### config.mk
export PLATFORM = sky130hd
export DESIGN_NAME = argmax_layer_flat
export DESIGN_NICKNAME = d
export VERILOG_FILES = /design/src/rtl/argmax_layer_pkg.sv /design/src/rtl/argmax_layer_if.sv /design/src/rtl/argmax_layer_upd.sv /design/src/rtl/argmax_layer.sv /design/src/flat_wrapper.sv
export SDC_FILE = /design/constraint.sdc
export NUM_CORES = 1
export LEC_CHECK = 0
export ABC_AREA = 1
export CAP_MARGIN = 20
export CORE_MARGIN = 2
export CORE_UTILIZATION = 31
export DETAILED_ROUTE_END_ITERATION = 7
export PLACE_DENSITY = 0.65
export SYNTH_ARGS = -nofsm -noshare
export SYNTH_HDL_FRONTEND = slang
export SYNTH_SLANG_ARGS = --single-unit
### constraint.sdc
create_clock -name clk -period 1.7 [get_ports clk]
set_input_delay 0.34 -clock clk [delete_from_list [all_inputs] [get_ports clk]]
set_output_delay 0.34 -clock clk [all_outputs]
set_load 0.005 [all_outputs]
### src/rtl/argmax_layer_pkg.sv
`default_nettype none
// ============================================================================
//  Module      : cnn_pkg (package)
//  Description : Shared constants and types for the argmax classifier stage.
//                DATA_W      - score width, two's complement
//                NUM_CLASSES - scores per frame
//                IDX_W       - class-index width (2**IDX_W >= NUM_CLASSES)
//                SMAX / SMIN - saturation limits of a DATA_W signed value
//                state_t     - ACCUM / OUTPUT frame states
//  Revision    : 1.0 - initial release
// ============================================================================
package cnn_pkg;

    localparam int DATA_W      = 16;
    localparam int NUM_CLASSES = 10;
    localparam int IDX_W       = 4;

    localparam logic signed [DATA_W-1:0] SMAX = {1'b0, {(DATA_W-1){1'b1}}};
    localparam logic signed [DATA_W-1:0] SMIN = {1'b1, {(DATA_W-1){1'b0}}};

    typedef enum logic [0:0] {
        ACCUM  = 1'b0,
        OUTPUT = 1'b1
    } state_t;

endpackage
`default_nettype wire

### src/rtl/argmax_layer_if.sv
`default_nettype none
// ============================================================================
//  Module      : argmax_layer_if (interface)
//  Description : Score stream in, classification result out.
//                blob_din/_en/_eop/_rdy       - score beat handshake
//                class_dout/_max/_err/_en/_rdy - result handshake
//                class_margin                  - best minus runner-up
//                                                (ARGMAX_MARGIN_EN only)
//                master : upstream/downstream environment side
//                slave  : argmax_layer side
//  Options     : ARGMAX_MARGIN_EN adds class_margin
//  Revision    : 1.0 - initial release
// ============================================================================
interface argmax_layer_if;
    import cnn_pkg::*;

    logic [DATA_W-1:0] blob_din;
    logic              blob_din_en;
    logic              blob_din_rdy;
    logic              blob_din_eop;
    logic [IDX_W-1:0]  class_dout;
    logic [DATA_W-1:0] class_max;
    logic              class_err;
    logic              class_dout_en;
    logic              class_dout_rdy;
`ifdef ARGMAX_MARGIN_EN
    logic [DATA_W-1:0] class_margin;
`endif

    modport master (
        output blob_din, blob_din_en, blob_din_eop, class_dout_rdy,
`ifdef ARGMAX_MARGIN_EN
        input  class_margin,
`endif
        input  blob_din_rdy, class_dout, class_max, class_err, class_dout_en
    );

    modport slave (
        input  blob_din, blob_din_en, blob_din_eop, class_dout_rdy,
`ifdef ARGMAX_MARGIN_EN
        output class_margin,
`endif
        output blob_din_rdy, class_dout, class_max, class_err, class_dout_en
    );

endinterface
`default_nettype wire

### src/rtl/argmax_layer_upd.sv
`default_nettype none
// ============================================================================
//  Module      : argmax_upd
//  Description : Combinational running-maximum update for one score beat.
//                first_i    - beat is the first of its frame
//                idx_cand_i - index of this beat within the frame
//                din_i      - incoming score
//                best_i/idx_i[/second_i] - current running state
//                best_o/idx_o[/second_o] - updated running state
//  Options     : ARGMAX_MARGIN_EN adds the runner-up tracking path
//  Revision    : 1.0 - initial release
// ============================================================================
module argmax_upd
    import cnn_pkg::*;
(
    input  wire logic                     first_i,
    input  wire logic [IDX_W-1:0]         idx_cand_i,
    input  wire logic signed [DATA_W-1:0] din_i,
    input  wire logic signed [DATA_W-1:0] best_i,
    input  wire logic [IDX_W-1:0]         idx_i,
`ifdef ARGMAX_MARGIN_EN
    input  wire logic signed [DATA_W-1:0] second_i,
    output logic signed [DATA_W-1:0]      second_o,
`endif
    output logic signed [DATA_W-1:0]      best_o,
    output logic [IDX_W-1:0]              idx_o
);

    always_comb begin
        best_o = best_i;
        idx_o  = idx_i;
`ifdef ARGMAX_MARGIN_EN
        second_o = second_i;
`endif
        if (first_i) begin
            best_o = din_i;
            idx_o  = '0;
`ifdef ARGMAX_MARGIN_EN
            second_o = SMIN;
`endif
        end else if (din_i > best_i) begin
            // Strict compare: an equal later score never displaces the
            // earlier one, so ties resolve to the lowest index.
            best_o = din_i;
            idx_o  = idx_cand_i;
`ifdef ARGMAX_MARGIN_EN
            second_o = best_i;
`endif
        end
`ifdef ARGMAX_MARGIN_EN
        else if (din_i > second_i) begin
            second_o = din_i;
        end
`endif
    end

endmodule
`default_nettype wire

### src/rtl/argmax_layer.sv
`default_nettype none
// ============================================================================
//  Module      : argmax_layer
//  Description : Terminal classifier stage. Accumulates one frame of signed
//                class scores and presents the winning index, its score and
//                a frame-length error flag as a single held result beat.
//  Ports       : clk  - clock
//                rst  - synchronous active-high reset
//                bus  - argmax_layer_if.slave (score stream in, result out)
//  Options     : ARGMAX_MARGIN_EN - also track the runner-up and drive
//                class_margin = best - second, saturated to SMAX
//  Revision    : 1.0 - initial release
// ============================================================================
module argmax_layer
    import cnn_pkg::*;
(
    input  wire logic     clk,
    input  wire logic     rst,
    argmax_layer_if.slave bus
);

    localparam logic [IDX_W:0] c_num_classes = (IDX_W+1)'(NUM_CLASSES);

    state_t                    state_q, state_d;
    logic [IDX_W:0]            cnt_q, cnt_d;
    logic signed [DATA_W-1:0]  best_q, best_d;
    logic [IDX_W-1:0]          idx_q, idx_d;
    logic                      err_q, err_d;

    logic [IDX_W:0]            w_cnt_inc;
    logic                      w_full;
    logic signed [DATA_W-1:0]  w_upd_best;
    logic [IDX_W-1:0]          w_upd_idx;

`ifdef ARGMAX_MARGIN_EN
    logic signed [DATA_W-1:0]  second_q, second_d;
    logic signed [DATA_W-1:0]  w_upd_second;
    logic signed [DATA_W:0]    w_diff;
`endif

    assign w_cnt_inc = cnt_q + 1'b1;
    assign w_full    = (w_cnt_inc == c_num_classes);

    argmax_upd u_upd (
        .first_i    (cnt_q == '0),
        .idx_cand_i (cnt_q[IDX_W-1:0]),
        .din_i      (bus.blob_din),
        .best_i     (best_q),
        .idx_i      (idx_q),
`ifdef ARGMAX_MARGIN_EN
        .second_i   (second_q),
        .second_o   (w_upd_second),
`endif
        .best_o     (w_upd_best),
        .idx_o      (w_upd_idx)
    );

    always_ff @(posedge clk) begin
        if (rst) begin
            state_q <= ACCUM;
            cnt_q   <= '0;
            best_q  <= '0;
            idx_q   <= '0;
            err_q   <= 1'b0;
`ifdef ARGMAX_MARGIN_EN
            second_q <= '0;
`endif
        end else begin
            state_q <= state_d;
            cnt_q   <= cnt_d;
            best_q  <= best_d;
            idx_q   <= idx_d;
            err_q   <= err_d;
`ifdef ARGMAX_MARGIN_EN
            second_q <= second_d;
`endif
        end
    end

    always_comb begin
        state_d = state_q;
        cnt_d   = cnt_q;
        best_d  = best_q;
        idx_d   = idx_q;
        err_d   = err_q;
`ifdef ARGMAX_MARGIN_EN
        second_d = second_q;
`endif
        case (state_q)
            ACCUM: begin
                if (bus.blob_din_en) begin
                    best_d = w_upd_best;
                    idx_d  = w_upd_idx;
`ifdef ARGMAX_MARGIN_EN
                    second_d = w_upd_second;
`endif
                    if (bus.blob_din_eop || w_full) begin
                        state_d = OUTPUT;
                        cnt_d   = '0;
                        // A terminating beat is clean only when eop and the
                        // NUM_CLASSES-th beat coincide; early eop or a
                        // missing eop both flag the frame.
                        err_d   = !(bus.blob_din_eop && w_full);
                    end else begin
                        cnt_d = w_cnt_inc;
                    end
                end
            end
            OUTPUT: begin
                if (bus.class_dout_rdy) begin
                    state_d = ACCUM;
                end
            end
            default: begin
                state_d = ACCUM;
            end
        endcase
    end

    // Ready is held low during the reset cycle itself; otherwise both
    // handshake outputs decode straight from the state register.
    assign bus.blob_din_rdy  = (state_q == ACCUM) && !rst;
    assign bus.class_dout_en = (state_q == OUTPUT);
    assign bus.class_dout    = idx_q;
    assign bus.class_max     = best_q;
    assign bus.class_err     = err_q;

`ifdef ARGMAX_MARGIN_EN
    // One extra bit keeps the subtraction exact before clamping back into
    // DATA_W.
    assign w_diff = {best_q[DATA_W-1], best_q} - {second_q[DATA_W-1], second_q};

    always_comb begin
        bus.class_margin = w_diff[DATA_W-1:0];
        if (!w_diff[DATA_W] && w_diff[DATA_W-1]) begin
            bus.class_margin = SMAX;
        end else if (w_diff[DATA_W] && !w_diff[DATA_W-1]) begin
            bus.class_margin = SMIN;
        end
    end
`endif

endmodule
`default_nettype wire

### src/flat_wrapper.sv
// flat-port wrapper written by rule: the top's interface ports become plain ports
module argmax_layer_flat import cnn_pkg::*;
  (clk, rst, bus_blob_din, bus_blob_din_en, bus_blob_din_eop, bus_class_dout_rdy, bus_blob_din_rdy, bus_class_dout, bus_class_max, bus_class_err, bus_class_dout_en);
  argmax_layer_if bus_i ();
  input  wire logic clk;
  input  wire logic rst;
  input wire logic [$bits(bus_i.blob_din)-1:0] bus_blob_din;
  input wire logic [$bits(bus_i.blob_din_en)-1:0] bus_blob_din_en;
  input wire logic [$bits(bus_i.blob_din_eop)-1:0] bus_blob_din_eop;
  input wire logic [$bits(bus_i.class_dout_rdy)-1:0] bus_class_dout_rdy;
  output wire logic [$bits(bus_i.blob_din_rdy)-1:0] bus_blob_din_rdy;
  output wire logic [$bits(bus_i.class_dout)-1:0] bus_class_dout;
  output wire logic [$bits(bus_i.class_max)-1:0] bus_class_max;
  output wire logic [$bits(bus_i.class_err)-1:0] bus_class_err;
  output wire logic [$bits(bus_i.class_dout_en)-1:0] bus_class_dout_en;
  assign bus_i.blob_din = bus_blob_din;
  assign bus_i.blob_din_en = bus_blob_din_en;
  assign bus_i.blob_din_eop = bus_blob_din_eop;
  assign bus_i.class_dout_rdy = bus_class_dout_rdy;
  assign bus_blob_din_rdy = bus_i.blob_din_rdy;
  assign bus_class_dout = bus_i.class_dout;
  assign bus_class_max = bus_i.class_max;
  assign bus_class_err = bus_i.class_err;
  assign bus_class_dout_en = bus_i.class_dout_en;
  argmax_layer u_core (.clk(clk), .rst(rst), .bus(bus_i));
endmodule
Word-level counts from Yosys, hierarchy flattened
Index checks and enable logic that the tools add are counted.
- logic and storage cells: 28
- bits in registers: 27
- input port bits: 21
- output and inout port bits: 23
- reduce and logical (&&, ||, !) cells: 10
- equal/unequal tests: 1
- add/subtract/negate cells: 1
- mux-type cells: 9
- order comparisons: 1
- bitwise operators: 1
- operator list (cell ; number):
    2-to-1 mux 16 bit ; 2
    > comparator 16 bit ; 1
    2-to-1 mux 4 bit ; 2
    AND reduction 3 bit ; 2
    adder 5 x 1 -> 5 bit (second input constant) ; 1
    equality test 5 x 4 -> 1 bit (second input constant) ; 1
    logical NOT 5 bit ; 1
    2-to-1 mux 5 bit ; 1
    2-to-1 mux 1 bit ; 3
    logical AND 1 bit ; 2
    logical NOT 1 bit ; 2
    case mux 1 bit (2 select lines) ; 1
    AND reduction 2 bit ; 1
    nonzero test 2 bit ; 1
    logical OR 1 bit ; 1
    inverter 1 bit ; 1

Depth between registers and ports, before layout
Gate-level depths: netlist (run 1).
- depth in word-level cells: 6
- mapped depth: 19
- gate-level depth less buffers: 18

By module
Synthesis (run 1) repeated with hierarchy kept, for this count alone.
- cells, all modules: 300
- area total of the unflattened synthesis: 1980.6 um2
- by module, submodules not included (module ; seq. area each (um2) ; cells each ; area each (um2) ; times used):
    argmax_layer ; 540.5 ; 149 ; 1159.9 ; 1
    argmax_upd ; 0.0 ; 151 ; 820.8 ; 1

Worst setup path before layout (run 1)
Ideal clock, no wire load.
- path type: flip-flop to flip-flop
- start: reg u_core.best_q[15], in the netlist u_core.bus.class_max[15]
- end: reg u_core.best_q[11], in the netlist u_core.bus.class_max[11]
- period minus slack after synthesis: 1.804 ns
- data required time: 1.584 ns
- arrival: 1.688 ns
- buffers on the path: 1
- library setup time: 0.116 ns
- setup slack: -0.104 ns
- cell stages (with the launch flop): 14
- path through: dfxtp_1 -> inv_1 -> ha_1 -> a21oi_1 -> o21ai_0 -> a21oi_1 -> nand2_1 -> nand2_1 -> nand2_1 -> nand2_1 -> nand2_2 -> buf_6 -> a21oi_1 -> nor2_2
- word-level cells in the longest chain between the ends: 3
- ends and longest elaborated chain (item ; RTL line ; source):
    start: declaration ; argmax_layer.sv:26 ; logic signed [DATA_W-1:0] best_q, best_d;
    start signal: assignment ; argmax_layer.sv:71 ; best_q <= best_d;
    > comparator 16 bit ; argmax_layer_upd.sv:41 ; end else if (din_i > best_i) begin
    nonzero test 2 bit (no line) ; -- ;
    AND reduction 3 bit (no line) ; -- ;
Every way passes these cells.
A chain may end at the register's enable or synchronous reset.

Worst setup path after layout (run 1)
- start: reg u_core.best_q[10], in the netlist u_core.bus.class_max[10]
- end: reg u_core.idx_q[0], in the netlist u_core.bus.class_dout[0]
- word-level cells in the longest chain between the ends: 3
- ends and longest elaborated chain (item ; RTL line ; source):
    > comparator 16 bit ; argmax_layer_upd.sv:41 ;
    nonzero test 2 bit (no line) ; -- ;
    AND reduction 3 bit (no line) ; -- ;
    end signal: assignment ; argmax_layer.sv:72 ; idx_q <= idx_d;
    end: declaration ; argmax_layer.sv:27 ; logic [IDX_W-1:0] idx_q, idx_d;
Every way passes these cells.

==> impl_results.rst, run 1 <==
.. list-table::
   :header-rows: 1

   * - Metric
     - Value
   * - Req. time, crit path
     - 1890 ps
   * - Count of warnings emitted by yosys
     - 0
   * - Cell accounting for the most synthesized area
     - dfxtp_1
   * - Avg Cell Area, Syn
     - 6.93 µm²
   * - Area of the multi-input gates
     - 1240 µm²
   * - Number of top-level design ports
     - 44
   * - Count of nets after finishing
     - 377
   * - Number of antenna diodes
     - 0
   * - Area of placed instances
     - 2500 µm²
   * - MaxCap Viol Count
     - 0
   * - CTS H-Tree Depth
     - 1
   * - Initial standard-cell utilization of the core
     - 31.8%
   * - First-pass GRT wire length
     - 8460 µm
   * - Maximum clock skew at final layout
     - 2.98 ps
   * - Post-layout util
     - 55.7%
   * - Clock tree from TritonCTS
     - built
   * - Nature of the critical path endpoint
     - flip-flop
   * - HPWL after detailed placement
     - 3000 µm
   * - Detailed-route wire length per cell
     - 12.7 µm
   * - Worst Hold Launch
     - u_core.bus.class_dout[3]
   * - DIE HEIGHT
     - 78.9 µm
   * - Non-Filler Instances
     - 408
   * - Largest net degree at the start of global routing
     - 42
   * - Synth cell count leaders
     - 47 x inv_1, 47 x nand2_1, 30 x a21oi_1
   * - Routed Wire Length
     - 5180 µm
   * - Core outline area
     - 5470 µm²
   * - Global-route usage over all layers
     - 17.1%
   * - WS Path Type
     - flip-flop to flip-flop
   * - Antenna violations before repair
     - 0
   * - Cell variety after synth
     - 21
   * - Final critical-path setup slack
     - -377 ps
   * - Setup-failing EPs final
     - 20
   * - Final-layout fill cell count
     - 504
   * - Clock-pin slew of the registers on the worst-case setup and hold paths
     - 100 ps
   * - Non-Filler Cell Area, Final
     - 3050 µm²
   * - Post-synth top area share
     - 31.1%
   * - Setup WS pre-CTS
     - -682 ps
   * - Sw power
     - 906 µW
   * - Setup repair after global routing missed its margin
     - yes
   * - Peak fanout along the critical path
     - 6
   * - Std cell rows
     - 27
   * - Number of pins exceeding their max-slew limit in the final report
     - 0
   * - Source-to-sink clock delay at the later pin of the worst-skew pair
     - 280 ps
   * - Post-Syn Area
     - 1740 µm²
   * - Number of synthesized register bits
     - 27
   * - EDFF count, synth
     - 0
   * - Proportion of synthesized chip area in sequential cells
     - 31.1%
   * - Cell type group with the largest total delay on the critical path
     - simple AND/OR/NAND/NOR gates
   * - HP Class
     - flip-flop to flip-flop
   * - Die Wd
     - 78.9 µm
   * - Vias per inst
     - 4.58
   * - Buffers and inverters on the worst path
     - 3
   * - Reg-to-reg critical path startpoint
     - u_core.bus.class_max[10]
   * - Summed negative setup slack over all endpoints
     - -6800 ps
   * - Static power due to leakage
     - 1.39 nW
   * - Total Power
     - 2.60 mW
   * - Violations in the final reports
     - setup timing
   * - Result of the run
     - finished, violations left
   * - Routability Congestion
     - 0.783
   * - Final routed DRC violation total
     - 0
   * - Overall overflow remaining after global route
     - 0
   * - Worst path arrival time
     - 2270 ps
   * - Post-placement cell count
     - 380
   * - Delay of the slowest cell on the worst path
     - 340 ps
   * - Peak VDD IR
     - 0.376 mV
   * - Layout cell share with drive strength beyond 1
     - 40.2%
   * - Switching portion of total power
     - 34.8%
   * - Syn nets
     - 291
   * - Actual slew at the worst max-slew pin
     - 261 ps
   * - Maximum clock insertion buffer count
     - 2
   * - Fin Hold WS
     - 503 ps
   * - Crit path max-delay cell type
     - dfxtp_2
   * - Main flop type after synthesis
     - dfxtp_1
   * - Total of buffers placed on input and output ports
     - 43
   * - Area growth from synthesis to layout
     - 75.3%
   * - Number of search-and-repair iterations in the first detailed-routing pass
     - 4
   * - Part of the total power dissipated in the clock network
     - 15.2%
   * - Cell-by-cell listing of the critical path
     - inv_1, ha_4, nand4_1, nor3_2, nand2_2, nand2_2, nand2_1, nand2_1, nand2_2, nand2_4, buf_12, clkbuf_16, nand3_1, nand2_1, nor2_1
   * - Cell count after synthesis
     - 251
   * - Critical path launch point
     - u_core.bus.class_max[10]
   * - F_max
     - 481 MHz
   * - Period Utilization, post-route
     - 122%
   * - Final critical path time including I/O delays and setup
     - 2080 ps
   * - Cell types occupying the most area after synthesis
     - dfxtp_1 31%, ha_1 14%, inv_1 10%
   * - Setup crit start kind
     - flip-flop
   * - Number of buffers created by CTS
     - 3
   * - Hold Violations, Final
     - 0
   * - Die area
     - 6230 µm²
   * - Number of vias in the routed layout
     - 1870
   * - Pwr Density
     - 853 nW/µm²
   * - Area of all sequential standard cells
     - 558 µm²
   * - Total clock sinks
     - 27
   * - Relative contribution of sequential cells to total power
     - 29.9%
   * - Relative contribution of combinational cells to total power
     - 55.0%
   * - Vias in the first global route
     - 1863
   * - CTS root buffer
     - clkbuf_8
   * - Cell internal power dissipation
     - 1.70 mW
   * - Relative slew slack
     - 82.6%
   * - Share of flip-flops with an asynchronous set or reset
     - 0%
   * - Remaining antenna violation count
     - 0
   * - Number of design-rule violations left by the first detailed-router iteration
     - 73
what timing repair did:
| item | 4_1_cts | 5_1_grt |
|---|---|---|
| setup endpoints to repair | 20 | 23 |
| cloned | 4 | 1 |
| pin swaps | 31 | 13 |
| hold buffers | 0 | 0 |
| setup buffers | 18 | 2 |
| resized for setup | 51 | 21 |
area by class of cell:
type	instances	area share (%)
Sequential cell	27	18.3
Clock inverter	1	0.246
Clock buffer	3	1.35
Multi-Input combinational cell	167	40.6
Tap cell	72	2.95
Timing Repair Buffer	91	30.8
Inverter	47	5.78
worst paths after layout:
check                                   to  cells after the start  slack, ps
setup / recovery  u_core.bus.class_dout[0]                     15       -380
hold reg to reg   u_core.bus.class_dout[3]                      2        500
setup reg to reg  u_core.bus.class_dout[0]                     15       -380
hold / removal    u_core.bus.class_dout[3]                      2        500
cell usage in the layout, fill, tap and decap left out, drive strengths merged:
cell type	count
xnor2	1
nor3	4
o211a	1
clkbuf	4
xor2	2
nor2	28
o21ai	2
nand3	24
a21o	1
dlygate4sd2	16
a21oi	30
nand2	48
inv	47
buf	47
clkinvlp	1
ha	19
a211oi	3
nand4	4
clkdlybuf4s50	26
dfxtp	27
dlymetal6s2s	1
power groups by stage:
stage                     logic (mW)  clock network (mW)  registers [mW]
after floorplan                0.542                   0           0.803
after global placement         0.954                   0           0.781
after detailed placement       0.972                   0           0.783
after CTS                       1.36               0.404           0.774
after global routing            1.56               0.431           0.788
final                           1.43               0.395           0.777
worst register-to-register path: stages, from the launching register on:
cell       delay (ps)
dfxtp_2           340
inv_1              70
ha_4              270
nand4_1           110
nor3_2            250
nand2_2           100
nand2_2            70
nand2_1            50
nand2_1            70
nand2_2            80
nand2_4           100
buf_12            160
clkbuf_16         150
nand3_1            70
nand2_1            80
nor2_1             40
registers in the layout, summed over array words and instances, names as in the netlist:
name / flops
u_core.cnt_q: 5
u_core.bus.class_err: 1
u_core.bus.class_dout: 4
u_core.bus.class_dout_en: 1
u_core.bus.class_max: 16
kinds of logic (layout without fill, tap and decap cells):
| kind of cell | count (synthesis) | count (layout) | share of synthesized area (%) |
|---|---|---|---|
| compound gates | 37 | 37 | 11.5 |
| flops | 27 | 27 | 31.1 |
| simple gates | 108 | 108 | 26.9 |
| fa+ha+maj | 19 | 19 | 13.7 |
| buf+inv | 57 | 142 | 15.4 |
| xor+xnor | 3 | 3 | 1.51 |
routing by layer:
metal / wire [µm] / global-route usage [%]
met1: 2350 / 20.9
met2: 2560 / 31.1
met3: 193 / 2.39
met4: 74 / 5.17
met5: 0 / 0
(Power assumes the default switching activity.)
==> inputs of run 2 (changes only) <==
--- a/config.mk
+++ b/config.mk
@@ -9,8 +9,10 @@
 export CAP_MARGIN = 20
 export CORE_MARGIN = 2
 export CORE_UTILIZATION = 31
+export CTS_CLUSTER_SIZE = 30
 export DETAILED_ROUTE_END_ITERATION = 7
-export PLACE_DENSITY = 0.65
+export PLACE_DENSITY = 0.63
 export SYNTH_ARGS = -nofsm -noshare
 export SYNTH_HDL_FRONTEND = slang
+export SYNTH_HIERARCHICAL = 1
 export SYNTH_SLANG_ARGS = --single-unit
==> run 2 against run 1 <==
  * Via count rose by 18%
  * Final area rose by 11%
  * Global-route usage fell by 1.5 points
  * The flow still finishes with violations (setup timing)
  * Clock skew rose by 0.51 ps
  * Fmax rose by 2.7%
  * Utilization fell by 2.0 points
  * Critical path depth rose by 1
==> impl_results.rst, run 2 <==
.. list-table::
   :header-rows: 1

   * - Metric
     - Value
   * - Result of the run
     - finished, violations left
   * - Violations in the final reports
     - setup timing
   * - Count of nets after finishing
     - 432 (+15%)
   * - Largest net degree at the start of global routing
     - 16 (-62%)
   * - Worst hold endpoint
     - u_core/bus.class_err
   * - Synth cell count leaders
     - 60 x nand2_1, 56 x nor2_1, 38 x inv_1
   * - CTS H-Tree Depth
     - 1 (unchanged)
   * - Worst Hold Launch
     - u_core/bus.class_err
   * - Die area
     - 7040 µm² (+13%)
   * - Number of top-level design ports
     - 44 (unchanged)
   * - EDFF count, synth
     - 0 (unchanged)
   * - Routed Wire Length
     - 5760 µm (+11%)
   * - Number of synthesized register bits
     - 27 (unchanged)
   * - Peak VDD IR
     - 0.362 mV (-3.7%)
   * - Vias in the first global route
     - 2085 (+12%)
   * - Count of warnings emitted by yosys
     - 6 (+6)
   * - Period Utilization, post-route
     - 119% (-3.3 points)
   * - Detailed-route wire length per cell
     - 12.3 µm (-3.0%)
   * - Most used standard cell by instance count after synthesis
     - nand2_1
   * - Cell types occupying the most area after synthesis
     - dfxtp_1 27%, ha_1 12%, nand2_1 11%
   * - MaxCap Viol Count
     - 0 (unchanged)
   * - Cell count after synthesis
     - 300 (+20%)
   * - F_max
     - 495 MHz (+2.7%)
   * - Worst R2R Setup Slack
     - -320 ps (+60 ps)
   * - Total of buffers placed on input and output ports
     - 43 (unchanged)
   * - Worst Hold Depth
     - 2 (unchanged)
   * - Routability Congestion
     - 0.775 (-1.0%)
   * - Most frequent cells in the layout
     - 48 x nor2_1, 43 x buf_4, 35 x nand2_1, 29 x inv_1, 28 x nand2_2
   * - CTS Hold Bufs
     - 0 (unchanged)
   * - Initial standard-cell utilization of the core
     - 31.6% (-0.25 points)
   * - Setup-failing EPs final
     - 20 (unchanged)
   * - Cell variety after synth
     - 27 (+29%)
   * - Final critical-path setup slack
     - -322 ps (+55.4 ps)
   * - Number of flip-flops under the largest register name
     - 16 (unchanged)
   * - HPWL after detailed placement
     - 3840 µm (+28%)
   * - Setup repair after global routing missed its margin
     - yes
   * - Worst path arrival time
     - 2200 ps (-70 ps)
   * - Actual slew at the worst max-slew pin
     - 413 ps (+152 ps)
   * - Worst reg-to-reg path cell count
     - 16 (+1)
   * - Met2 track demand over resource in global routing
     - 27.7% (-3.4 points)
   * - Total clock sinks
     - 27 (unchanged)
   * - Highest-utilization routing layer at the global route stage
     - met2
   * - Source-to-sink clock delay at the later pin of the worst-skew pair
     - 280 ps (about the same)
   * - Final critical path time including I/O delays and setup
     - 2020 ps (-55.4 ps)
   * - Proportion of synthesized chip area in sequential cells
     - 27.3% (-3.8 points)
   * - Pwr Density
     - 728 nW/µm² (-15%)
   * - Cell accounting for the most synthesized area
     - dfxtp_1
   * - CTS root buffer
     - clkbuf_8
   * - Std cell rows
     - 29 (+7.4%)
   * - Number of antenna diodes
     - 0 (unchanged)
   * - Req. time, crit path
     - 1880 ps (about the same)
   * - Layout cell share with drive strength beyond 1
     - 43.7% (+3.6 points)
   * - Overall overflow remaining after global route
     - 0 (unchanged)
   * - Area of placed instances
     - 2820 µm² (+13%)
   * - WS Path Type
     - flip-flop to flip-flop
   * - Met1 global-route usage
     - 19.8% (-1.0 points)
   * - Clock-pin slew of the registers on the worst-case setup and hold paths
     - 100 ps (about the same)
   * - Number of design-rule violations left by the first detailed-router iteration
     - 124 (+70%)
   * - Die Wd
     - 83.9 µm (+6.3%)
   * - Number of buffers created by CTS
     - 3 (unchanged)
   * - Most common cell after layout, fill and taps aside
     - nor2_1
   * - HP Class
     - flip-flop to flip-flop
   * - Area growth from synthesis to layout
     - 70.2%
   * - Final routed DRC violation total
     - 0 (unchanged)
   * - Endpoint of the worst-slack reg-to-reg timing path
     - u_core/bus.class_max[13]
   * - Post-Syn Area
     - 1980 µm² (+14%)
   * - Global-route usage over all layers
     - 15.6% (-1.5 points)
   * - Core outline area
     - 6280 µm² (+15%)
   * - Total Power
     - 2.46 mW (-5.6%)
   * - First-pass GRT wire length
     - 9240 µm (+9.2%)
   * - Relative slew slack
     - 72.5% (-10 points)
   * - Clock tree from TritonCTS
     - built
   * - Antenna violations before repair
     - 0 (unchanged)
   * - Setup crit start kind
     - flip-flop
   * - Share of flip-flops with an asynchronous set or reset
     - 0% (unchanged)
   * - Number of search-and-repair iterations in the first detailed-routing pass
     - 4 (unchanged)
   * - Syn nets
     - 340 (+17%)
   * - Maximum clock skew at final layout
     - 3.49 ps (+0.507 ps)
   * - Nature of the critical path endpoint
     - flip-flop
   * - Fraction of met3 tracks used by global routing
     - 1.88% (-0.51 points)
   * - Reg-to-reg critical path startpoint
     - u_core/bus.class_max[9]
   * - Avg Cell Area, Syn
     - 6.60 µm² (-4.8%)
   * - Maximum clock insertion buffer count
     - 2 (unchanged)
   * - Vias per inst
     - 4.71 (+2.7%)
   * - Peak fanout along the critical path
     - 8 (+2)
   * - Static power due to leakage
     - 1.53 nW (+9.9%)
   * - Number of pins exceeding their max-slew limit in the final report
     - 0 (unchanged)
   * - DIE HEIGHT
     - 83.9 µm (+6.3%)
   * - Main flop type after synthesis
     - dfxtp_1
   * - Summed negative setup slack over all endpoints
     - -5630 ps (+1170 ps)
   * - Post-synth top area share
     - 27.3% (-3.8 points)
   * - Non-Filler Cell Area, Final
     - 3370 µm² (+11%)
   * - Number of vias in the routed layout
     - 2202 (+18%)
   * - Hold Violations, Final
     - 0 (unchanged)
   * - Remaining antenna violation count
     - 0 (unchanged)
[run 2: changes by cell type after synthesis, sizes merged, moves of 4 or more]
cell / delta
o21ai: +22
buf: -4
nand4: +4
inv: -7
nand2: +24
a21oi: -20
nor2: +33
clkbuf: +4
[run 2: worst max-delay path: stages, from the launching register on]
cell and delay [ps]:
dfxtp_2 350, inv_2 40, ha_4 230, nand2_1 50
nand2_1 50, nand3_1 80, nand2_2 80, a21oi_4 200
buf_6 130, nand3_4 80, nand3_4 90, buf_12 140
nand2_8 90, nand2_4 110, nand2_2 60, nor2_2 100
nor2_1 40
[run 2: cell families after synthesis]
family                     Yosys count  synth area share [%]
AOI/OAI and AO/OA                   37                  10.5
xor gates and xnor gates             1                 0.442
adders and majority gates           19                  12.0
buffers and inverters               50                  10.7
DFF                                 27                  27.3
and+or+nand+nor                    166                  39.0
[run 2: power by group]
group          switching [mW]  total (mW)  internal (mW)
clock network           0.220       0.385          0.165
registers              0.0421       0.741          0.699
logic                   0.677        1.33          0.653
[run 2: cell type report]
| class | instances | area [µm²] |
|---|---|---|
| flip-flops and latches | 27 | 559 |
| fillers | 572 | 2910 |
| well taps | 77 | 96.3 |
| multi-input cells | 224 | 1630 |
| inverters | 40 | 150 |
| clock inverters | 1 | 5.00 |
| clock buffers | 3 | 41.3 |
| repair buffers | 96 | 888 |
[run 2: per-stage QoR]
stage | util, % | hold WS [ps] | instances | setup slack (ps)
after floorplan | - | 402 | 300 | -170
after global placement | 45.0 | 449 | 450 | -697
after detailed placement | 45.0 | 449 | 450 | -751
after CTS | 50.1 | 468 | 461 | -308
after global routing | 53.7 | 482 | 468 | -440
final | 53.7 | 464 | 468 | -322
[run 2: metal layers]
layer | share of wire (%) | wire length [µm] | vias up
met2 | 51 | 2950 | 44
met1 | 44 | 2550 | 1013
met4 | 1.1 | 63 | 0
li1 | - | - | 1139
met5 | 0 | 0 | -
met3 | 3.3 | 188 | 6
[run 2: repair_timing]
action	in CTS	in global routing
endpoints found under the setup margin	21	21
gates cloned	2	0
resized for setup	59	48
pin swaps	59	40
buffers inserted	5	7
[run 2: worst max-delay path by stage]
stage                                   startpoint                  endpoint  slack, ps  depth (start not counted)
final                      u_core/bus.class_max[9]  u_core/bus.class_max[13]       -320                         16
after global routing       u_core/bus.class_max[9]   u_core/bus.class_max[9]       -440                         16
after CTS                 u_core/bus.class_max[11]   u_core/bus.class_max[9]       -310                         14
after detailed placement           bus_blob_din[3]  u_core/bus.class_max[10]       -750                         17
after global placement             bus_blob_din[3]  u_core/bus.class_max[10]       -700                         17
after floorplan            u_core/bus.class_max[5]   u_core/bus.class_max[8]       -170                         15
==> inputs of run 3 (changes only) <==
--- a/config.mk
+++ b/config.mk
@@ -11,7 +11,7 @@
 export CORE_UTILIZATION = 31
 export CTS_CLUSTER_SIZE = 30
 export DETAILED_ROUTE_END_ITERATION = 7
-export PLACE_DENSITY = 0.63
+export PLACE_DENSITY = 0.62
 export SYNTH_ARGS = -nofsm -noshare
 export SYNTH_HDL_FRONTEND = slang
 export SYNTH_HIERARCHICAL = 1
==> constraint.sdc (replaced) <==
create_clock -name clk -period 2.2 [get_ports clk]
set_input_delay 0.55 -clock clk [delete_from_list [all_inputs] [get_ports clk]]
set_output_delay 0.55 -clock clk [all_outputs]
set_load 0.005 [all_outputs]
==> run 3 against run 2 <==
  * The flow now finishes without violations
  * Highest routed layer unchanged
  * Critical endpoint is now bus_blob_din_rdy
  * Combinational power is 42% lower
  * Sequential power is 20% lower
  * Clock skew hardly changed
  * Sequential cell count stayed put
  * Cell count is 5.6% lower
  * Largest cell class unchanged
==> impl_results.rst, run 3 (synthesized netlist as in run 2, its figures left out) <==
.. list-table::
   :header-rows: 1

   * - Metric
     - Value
   * - Number of design-rule violations left by the first detailed-router iteration
     - 142 (+15%)
   * - DIE HEIGHT
     - 83.9 µm (unchanged)
   * - Final critical path time including I/O delays and setup
     - 2120 ps
   * - Worst path arrival time
     - 1570 ps (-630 ps)
   * - Static power due to leakage
     - 1.33 nW (-13%)
   * - Most common cell after layout, fill and taps aside
     - nand2_1
   * - CTS H-Tree Depth
     - 1 (unchanged)
   * - Post-layout util
     - 46.1% (-7.7 points)
   * - Result of the run
     - completed
   * - Worst Hold Depth
     - 2 (unchanged)
   * - Hold Violations, Final
     - 0 (unchanged)
   * - Global-route usage over all layers
     - 15.1% (-0.54 points)
   * - Worst hold endpoint
     - u_core/bus.class_err
   * - Nature of the critical path endpoint
     - primary output
   * - Final-layout fill cell count
     - 621 (+8.6%)
   * - Pwr Density
     - 578 nW/µm² (-21%)
   * - HPWL after detailed placement
     - 3480 µm (-9.1%)
   * - MaxCap Viol Count
     - 0 (unchanged)
   * - Layout cell share with drive strength beyond 1
     - 29.0% (-15 points)
   * - Detailed-route wire length per cell
     - 11.8 µm (-4.1%)
   * - Number of pins exceeding their max-slew limit in the final report
     - 0 (unchanged)
   * - Number of antenna diodes
     - 0 (unchanged)
   * - Routed Wire Length
     - 5210 µm (-9.4%)
   * - Die area
     - 7040 µm² (unchanged)
   * - Source-to-sink clock delay at the later pin of the worst-skew pair
     - 280 ps (about the same)
   * - Maximum clock skew at final layout
     - 3.27 ps (-0.225 ps)
   * - Number of buffers created by CTS
     - 3 (unchanged)
   * - Final routed DRC violation total
     - 0 (unchanged)
   * - Number of flip-flops under the largest register name
     - 16 (unchanged)
   * - Setup-failing EPs final
     - 0 (-100%)
   * - Req. time, crit path
     - 1650 ps (-230 ps)
   * - Total of buffers placed on input and output ports
     - 43 (unchanged)
   * - Setup crit start kind
     - primary input
   * - Vias per inst
     - 4.75 (+0.98%)
   * - Peak VDD IR
     - 0.260 mV (-28%)
   * - Initial standard-cell utilization of the core
     - 31.6% (unchanged)
   * - Most frequent cells in the layout
     - 55 x nand2_1, 50 x nor2_1, 38 x inv_1, 27 x clkdlybuf4s50_1, 24 x buf_4
   * - Largest net degree at the start of global routing
     - 25 (+9)
   * - Area growth from synthesis to layout
     - 46.0%
   * - Clock-pin slew of the registers on the worst-case setup and hold paths
     - 100 ps (about the same)
   * - F_max
     - 472 MHz
   * - Fin Hold WS
     - 463 ps (-0.727 ps)
   * - Actual slew at the worst max-slew pin
     - 450 ps (+37.2 ps)
   * - Overall overflow remaining after global route
     - 0 (unchanged)
   * - Std cell rows
     - 29 (unchanged)
   * - Worst Hold Launch
     - u_core/bus.class_err
   * - First-pass GRT wire length
     - 8850 µm (-4.2%)
   * - Number of search-and-repair iterations in the first detailed-routing pass
     - 4 (unchanged)
   * - Reg-to-reg critical path startpoint
     - u_core/bus.class_max[7]
   * - Number of top-level design ports
     - 44 (unchanged)
   * - Remaining antenna violation count
     - 0 (unchanged)
   * - Total clock sinks
     - 27 (unchanged)
   * - WS Path Type
     - primary input to primary output
   * - Core outline area
     - 6280 µm² (unchanged)
   * - Routability Congestion
     - 0.736 (-5.1%)
   * - Worst R2R Setup Slack
     - 130 ps (+450 ps)
   * - Clock tree from TritonCTS
     - built
   * - Vias in the first global route
     - 1937 (-7.1%)
   * - Maximum clock insertion buffer count
     - 2 (unchanged)
   * - Die Wd
     - 83.9 µm (unchanged)
   * - Endpoint of the worst-slack reg-to-reg timing path
     - u_core/bus.class_max[11]
   * - HP Class
     - flip-flop to flip-flop
   * - Count of nets after finishing
     - 406 (-6.0%)
   * - CTS root buffer
     - clkbuf_8
   * - Worst reg-to-reg path cell count
     - 14 (-2)
   * - Number of vias in the routed layout
     - 2100 (-4.6%)
   * - Peak fanout along the critical path
     - 2 (-6)
   * - Antenna violations before repair
     - 0 (unchanged)
   * - Relative slew slack
     - 70.0% (-2.5 points)
   * - Period Utilization, post-route
     - 96.4%
## run 3: changes by cell type in the layout (fill, tap and decap cells not counted), sizes merged
cell           before  now
clkdlybuf4s50      25   27
dlygate4sd2        17    6
clkbuf              3   10
dlymetal6s2s        1    0
clkdlybuf4s15       0    3
buf                53   27
## run 3: worst max-delay path by stage
stage	start	endpoint
final	rst	bus_blob_din_rdy
after global placement	bus_blob_din[15]	u_core/bus.class_max[11]
after detailed placement	bus_blob_din[15]	u_core/bus.class_max[8]
after CTS	bus_blob_din[5]	u_core/bus.class_max[8]
after floorplan	bus_blob_din[15]	u_core/bus.class_max[8]
after global routing	u_core/bus.class_max[3]	u_core/bus.class_max[1]
## run 3: layout make-up
type	instances	area, µm²	share of cell area [%]
repair buffers	70	602	20.8
well taps	77	96.3	3.33
inverters	40	150	5.19
multi-input cells	224	1440	49.7
clock inverters	1	5.00	0.173
flip-flops and latches	27	559	19.3
clock buffers	3	41.3	1.43
## run 3: layer usage
| metal | GRT usage [%] | vias to the layer above | share of wire (%) |
|---|---|---|---|
| met4 | 2.79 | 0 | 0.90 |
| met5 | 0 | - | 0 |
| li1 | - | 1086 | - |
| met2 | 25.2 | 43 | 48 |
| met1 | 20.1 | 963 | 47 |
| met3 | 3.46 | 8 | 4.7 |
## run 3: timing repair
item | in CTS | in global routing
endpoints found under the setup margin | 20 | 20
buffers inserted | 1 | 3
pin swaps | 28 | 51
gates cloned | 2 | 0
resized for setup | 31 | 54
hold buffers | 0 | 0
## run 3: metrics by stage
step	instances	TNS (ps)	power (mW)	setup slack (ps)	instance area, µm²
3_3_place_gp	432	-8150	1.23	-429	2610
3_5_place_dp	432	-8630	1.24	-460	2610
2_1_floorplan	300	0	0.986	48.3	1980
6_report	442	0	1.67	79.8	2890
5_1_grt	442	-220	1.80	-27.5	2890
4_1_cts	439	0	1.61	4.36	2750
## run 3: report_power, final
group          internal (mW)  switching, mW
clock network          0.128          0.174
registers              0.539         0.0527
logic                  0.362          0.415
## run 3: critical path: stages
cell	delay, ps
clkdlybuf4s50_1	420
nor2_1	100
clkdlybuf4s50_1	500
